**config.mk**
```make
export PLATFORM = sky130hd
export DESIGN_NAME = slow_clk_monitor
export DESIGN_NICKNAME = d
export VERILOG_FILES = /design/src/rtl/slow_clk_monitor.sv
export SDC_FILE = /design/constraint.sdc
export NUM_CORES = 1
export LEC_CHECK = 0
export BUFFER_PORTS_ARGS = -buffer_cell sky130_fd_sc_hd__buf_2
export CORE_ASPECT_RATIO = 0.8
export CORE_UTILIZATION = 25
export DETAILED_ROUTE_END_ITERATION = 12
export SLEW_MARGIN = 20
export SYNTH_ARGS = -nofsm -noshare
export SYNTH_HDL_FRONTEND = slang
export SYNTH_SLANG_ARGS = --single-unit
```
**constraint.sdc**
```tcl
create_clock -name clkin -period 8.2 [get_ports clkin]
set_clock_uncertainty 0.15 [all_clocks]
set_input_delay 1.23 -clock clkin [delete_from_list [all_inputs] [get_ports clkin]]
set_output_delay 1.23 -clock clkin [all_outputs]
set_load 0.005 [all_outputs]
```
**src/rtl/slow_clk_monitor.sv**
```systemverilog
// Samples an asynchronous slow clock, emits one-cycle edge ticks, measures half periods and tracks lock.
// Define SLOW_CLK_MONITOR_WDOG_EN to add the missing-edge watchdog and the LOST state.
module slow_clk_monitor #(
   parameter int HALF_PERIOD = 25000001,
   parameter int TOL         = 1000,
   parameter int LOCK_CNT    = 4,
   parameter int CNT_W       = 32
) (
   input  logic             clkin,
   input  logic             rst,
   input  logic             slowin,
   output logic             rise_tick,
   output logic             fall_tick,
   output logic             locked,
   output logic             lost,
   output logic [CNT_W-1:0] half_period
);

   localparam int GOOD_W = $clog2(LOCK_CNT + 1);
   localparam logic signed [CNT_W:0] HP_S  = (CNT_W+1)'(HALF_PERIOD);
   localparam logic signed [CNT_W:0] TOL_S = (CNT_W+1)'(TOL);
`ifdef SLOW_CLK_MONITOR_WDOG_EN
   localparam logic [CNT_W:0] WDOG_LIM = (CNT_W+1)'(HALF_PERIOD + TOL + 1);
`endif

   typedef enum logic [1:0] {
      ACQUIRE = 2'd0,
      MEASURE = 2'd1,
      LOCKED  = 2'd2,
      LOST    = 2'd3
   } state_e;

   state_e             state_q, state_d;
   logic               s1_q, s2_q, s3_q;
   logic [CNT_W-1:0]   cnt_q, cnt_d;
   logic [GOOD_W-1:0]  good_q, good_d;
   logic [CNT_W-1:0]   hp_q, hp_d;
   logic               rise_q, rise_d;
   logic               fall_q, fall_d;
   logic               edge_det;

   function automatic logic [CNT_W-1:0] sat_inc(input logic [CNT_W-1:0] v);
      return (v == '1) ? v : v + 1'b1;
   endfunction

   // One extra bit keeps |m - HALF_PERIOD| free of overflow for any m.
   function automatic logic is_good(input logic [CNT_W-1:0] m);
      logic signed [CNT_W:0] diff;
      logic signed [CNT_W:0] mag;
      diff = $signed({1'b0, m}) - HP_S;
      mag  = (diff < 0) ? -diff : diff;
      return mag <= TOL_S;
   endfunction

   assign edge_det = s2_q ^ s3_q;

   always_comb begin
      state_d = state_q;
      good_d  = good_q;
      hp_d    = hp_q;
      cnt_d   = edge_det ? CNT_W'(1) : sat_inc(cnt_q);
      rise_d  = edge_det & s2_q;
      fall_d  = edge_det & ~s2_q;

      case (state_q)
         ACQUIRE: begin
            if (edge_det) begin
               state_d = MEASURE;
               good_d  = '0;
            end
         end
         MEASURE: begin
            if (edge_det) begin
               hp_d = cnt_q;
               if (is_good(cnt_q)) begin
                  if (good_q == GOOD_W'(LOCK_CNT - 1)) begin
                     state_d = LOCKED;
                     good_d  = '0;
                  end else begin
                     good_d = good_q + 1'b1;
                  end
               end else begin
                  good_d = '0;
               end
            end
`ifdef SLOW_CLK_MONITOR_WDOG_EN
            else if ({1'b0, cnt_q} >= WDOG_LIM) begin
               state_d = LOST;
               good_d  = '0;
            end
`endif
         end
         LOCKED: begin
            if (edge_det) begin
               hp_d = cnt_q;
               if (!is_good(cnt_q)) begin
                  state_d = MEASURE;
                  good_d  = '0;
               end
            end
`ifdef SLOW_CLK_MONITOR_WDOG_EN
            else if ({1'b0, cnt_q} >= WDOG_LIM) begin
               state_d = LOST;
               good_d  = '0;
            end
`endif
         end
`ifdef SLOW_CLK_MONITOR_WDOG_EN
         LOST: begin
            // The gap that led here is meaningless, so half_period keeps its old value.
            if (edge_det) begin
               state_d = MEASURE;
               good_d  = '0;
            end
         end
`endif
         default: begin
            state_d = ACQUIRE;
            good_d  = '0;
         end
      endcase
   end

   always_ff @(posedge clkin) begin
      if (rst) begin
         state_q <= ACQUIRE;
         s1_q    <= 1'b0;
         s2_q    <= 1'b0;
         s3_q    <= 1'b0;
         cnt_q   <= '0;
         good_q  <= '0;
         hp_q    <= '0;
         rise_q  <= 1'b0;
         fall_q  <= 1'b0;
      end else begin
         state_q <= state_d;
         s1_q    <= slowin;
         s2_q    <= s1_q;
         s3_q    <= s2_q;
         cnt_q   <= cnt_d;
         good_q  <= good_d;
         hp_q    <= hp_d;
         rise_q  <= rise_d;
         fall_q  <= fall_d;
      end
   end

   assign rise_tick   = rise_q;
   assign fall_tick   = fall_q;
   assign half_period = hp_q;
   assign locked      = (state_q == LOCKED);
`ifdef SLOW_CLK_MONITOR_WDOG_EN
   assign lost        = (state_q == LOST);
`else
   assign lost        = 1'b0;
`endif

endmodule
```
==> impl_metrics.env <==
export IMPL_cts_buffer_depth=2
export IMPL_wl_met2_microns=5530
export IMPL_numCtsBuffers=9
export IMPL_multi_input_comb_area_sq_um=3440
export IMPL_reg2regPathDepth=13
export IMPL_start_util=0.259
export IMPL_nNetsFinal=701
export IMPL_viasPerCell=5.12
export IMPL_drc=0
export IMPL_postRouteAntennaNets=0
export IMPL_num_fill_cells=2220
export IMPL_setup_ws_ns=3.57
export IMPL_worst_slew_pin_transition_ns=0.901
export IMPL_period_needed_ns=4.63
export IMPL_status="completed"
export IMPL_rows=46
export IMPL_drive_gt1_frac=0.123
export IMPL_timing_setup_tns_ns=0
export IMPL_maxSlewHeadroom=0.399
export IMPL_final_common_cell="nand2_1"
export IMPL_start_kind="flop"
export IMPL_cp_arrival_ns=4.74
export IMPL_met3_length_microns=1010
export IMPL_power_density_nw_per_um2=143
export IMPL_cts_root_buf="clkbuf_16"
export IMPL_maxCapViolCount=0
export IMPL_synthSimpleGateAreaFrac=0.319
export IMPL_die_h_microns=131
export IMPL_drt_wirelength_per_cell_microns=15.3
export IMPL_postSynth_asyncResetShare=0
export IMPL_gr_total_overflow=0
export IMPL_synth_compound_area_share=0.218
export IMPL_seqCellArea_sq_um=1480
export IMPL_cts_resized=0
export IMPL_ir_worst_vdd_v=0.0000726
export IMPL_io_pins=39
export IMPL_rsz0062_at_grt="no"
export IMPL_area_growth_pct=11.1
export IMPL_synth_top_family_by_area="simple AND/OR/NAND/NOR gates"
export IMPL_cts_sinks=74
export IMPL_synthFlopType="dfxtp_1"
export IMPL_grt_pass1_wl_microns=24300
export IMPL_port_buffers=37
export IMPL_cts_clk_slew_worst_paths_ns=0.06
export IMPL_routed_top_layer="met4"
export IMPL_synth_xor_area_share=0.0905
export IMPL_grt_max_degree=48
export IMPL_gp_congestion=0.908
export IMPL_worstSetupEndpointType="flop"
export IMPL_p_leak_nw=1.95
export IMPL_drtIter0Drc=521
export IMPL_core_sq_um=20100
export IMPL_max_freq_mhz=216
export IMPL_path_class="reg -> reg"
export IMPL_synth_seq_cells=74
export IMPL_synth_edf_count=0
export IMPL_synth_area_sq_um=5220
export IMPL_setup_violations_final=0
export IMPL_grt_pass1_vias=4402
export IMPL_clock_latency_ns=0.35
export IMPL_worst_hold_path_num_cells=1
export IMPL_final_cell_mix="98 x nand2_1, 74 x dfxtp_1, 62 x nor2_1, 53 x a21oi_1, 37 x buf_2"
export IMPL_finalCritPeriodShare=0.565
export IMPL_postCtsSetupBuffers=0
export IMPL_syn_nets=705
export IMPL_routedLengthMet1_microns=8020
export IMPL_yosysUniqueCellTypes=86
export IMPL_worstPathMaxFanout=13
export IMPL_vias=4902
export IMPL_routed_wl_microns=14700
export IMPL_preCtsSetupSlack_ns=3.62
export IMPL_ys_seq_area_frac=0.284
export IMPL_synth_area_per_cell_sq_um=7.55
export IMPL_synth_adder_area_share=0.0240
export IMPL_track_usage=0.141
export IMPL_synthCells=692
export IMPL_final_hold_viol_count=0
export IMPL_holdBufCountCts=0
export IMPL_hpwl_microns=10800
export IMPL_cts_tree="yes"
export IMPL_hold_class="reg -> reg"
export IMPL_required_ns=8.31
export IMPL_synth_warnings=0
export IMPL_dr_pass1_iters=5
export IMPL_final_max_slew_viol_count=0
export IMPL_diodes=0
export IMPL_die_w_microns=164
export IMPL_htreeDepth=3
export IMPL_synth_mux_area_frac=0.00623
export IMPL_die_area_sq_um=21500
export IMPL_antenna_found_initial=0
area by class of cell:
cell class / instances / share of cell area
clock buffers: 10 / 0.0412
clock inverters: 6 / 0.00711
inverters: 17 / 0.0110
multi-input cells: 546 / 0.593
flip-flops and latches: 74 / 0.255
well taps: 264 / 0.0569
repair buffers: 40 / 0.0358
layer usage:
metal,vias up,track usage
met5,-,0
met4,0,0.0252
met3,12,0.0360
met2,143,0.176
met1,2276,0.232
li1,2471,-
through the flow:
| step | std cells | util | hold WS [ns] | total power [mW] | area [sq um] |
|---|---|---|---|---|---|
| finish | 957 | 0.288 | 0.290 | 0.827 | 5800 |
| global route | 957 | 0.288 | 0.325 | 0.867 | 5800 |
| CTS | 957 | 0.288 | 0.296 | 0.837 | 5800 |
| detailed placement | 941 | 0.274 | 0.282 | 0.459 | 5520 |
| global placement | 941 | 0.274 | 0.291 | 0.459 | 5520 |
| floorplan | 692 | - | 0.264 | 0.443 | 5220 |
logic make-up (layout without fill, tap and decap cells):
| logic type | count (synthesis) | after routing |
|---|---|---|
| AO/OA/AOI/OAI | 160 | 160 |
| XOR/XNOR | 54 | 54 |
| adder cells (fa/ha/maj) | 10 | 10 |
| buffers and inverters | 72 | 73 |
| flip-flops | 74 | 74 |
| multiplexers | 3 | 3 |
| other | 1 | 1 |
| AND/OR/NAND/NOR | 318 | 318 |
report_power, final:
group | switching, mW | internal (mW)
logic | 0.0552 | 0.0280
registers | 0.00599 | 0.363
clock network | 0.162 | 0.213
cell usage after synthesis (4+ instances only):
cell / n / share of area
a2111oi_0: 4 / 0.0067
a211o_1: 8 / 0.013
a211oi_1: 12 / 0.017
a21o_1: 6 / 0.0086
a21oi_1: 53 / 0.051
a31oi_1: 5 / 0.0060
and2_1: 8 / 0.0096
and3_1: 10 / 0.012
and4_1: 7 / 0.012
buf_1: 8 / 0.0057
buf_2: 11 / 0.011
clkbuf_1: 31 / 0.022
dfxtp_1: 74 / 0.28
ha_1: 10 / 0.024
inv_1: 15 / 0.011
nand2_1: 98 / 0.070
nand2b_1: 9 / 0.011
nand3_1: 22 / 0.021
nand3b_1: 7 / 0.010
nand4_1: 14 / 0.017
nor2_1: 62 / 0.045
nor2b_1: 12 / 0.014
nor3_1: 20 / 0.019
nor3b_1: 4 / 0.0057
nor4_1: 12 / 0.014
o211ai_1: 6 / 0.0086
o21ai_0: 21 / 0.020
o22ai_1: 4 / 0.0048
or3_1: 9 / 0.011
or4_1: 5 / 0.0072
xnor2_1: 30 / 0.050
xor2_1: 24 / 0.040
sequential cells by signal, indices dropped and copies added (netlist names):
name and flops:
fall_tick 1, rise_tick 1, cnt_q 32, s3_q 1
s1_q 1, half_period 32, s2_q 1, good_q 3
state_q 2
final timing paths:
| kind | start | end | slack (ns) |
|---|---|---|---|
| setup / recovery | cnt_q[0] | good_q[1] | 3.57 |
| hold / removal | s1_q | s2_q | 0.29 |
| setup reg to reg | cnt_q[0] | good_q[1] | 3.57 |
| hold reg to reg | s1_q | s2_q | 0.29 |
critical path: stages, from the launching register on:
cell,delay [ns]
dfxtp_1,0.57
inv_1,0.13
ha_1,0.34
nor3b_2,0.25
a21oi_1,0.45
o21ai_1,0.19
a211o_1,0.35
a211o_1,0.29
or4_1,0.41
o32ai_1,0.29
o211ai_1,0.20
nor4_4,0.52
nand4_1,0.17
a211oi_2,0.23
Note: power is estimated with default switching activity, not from simulation.
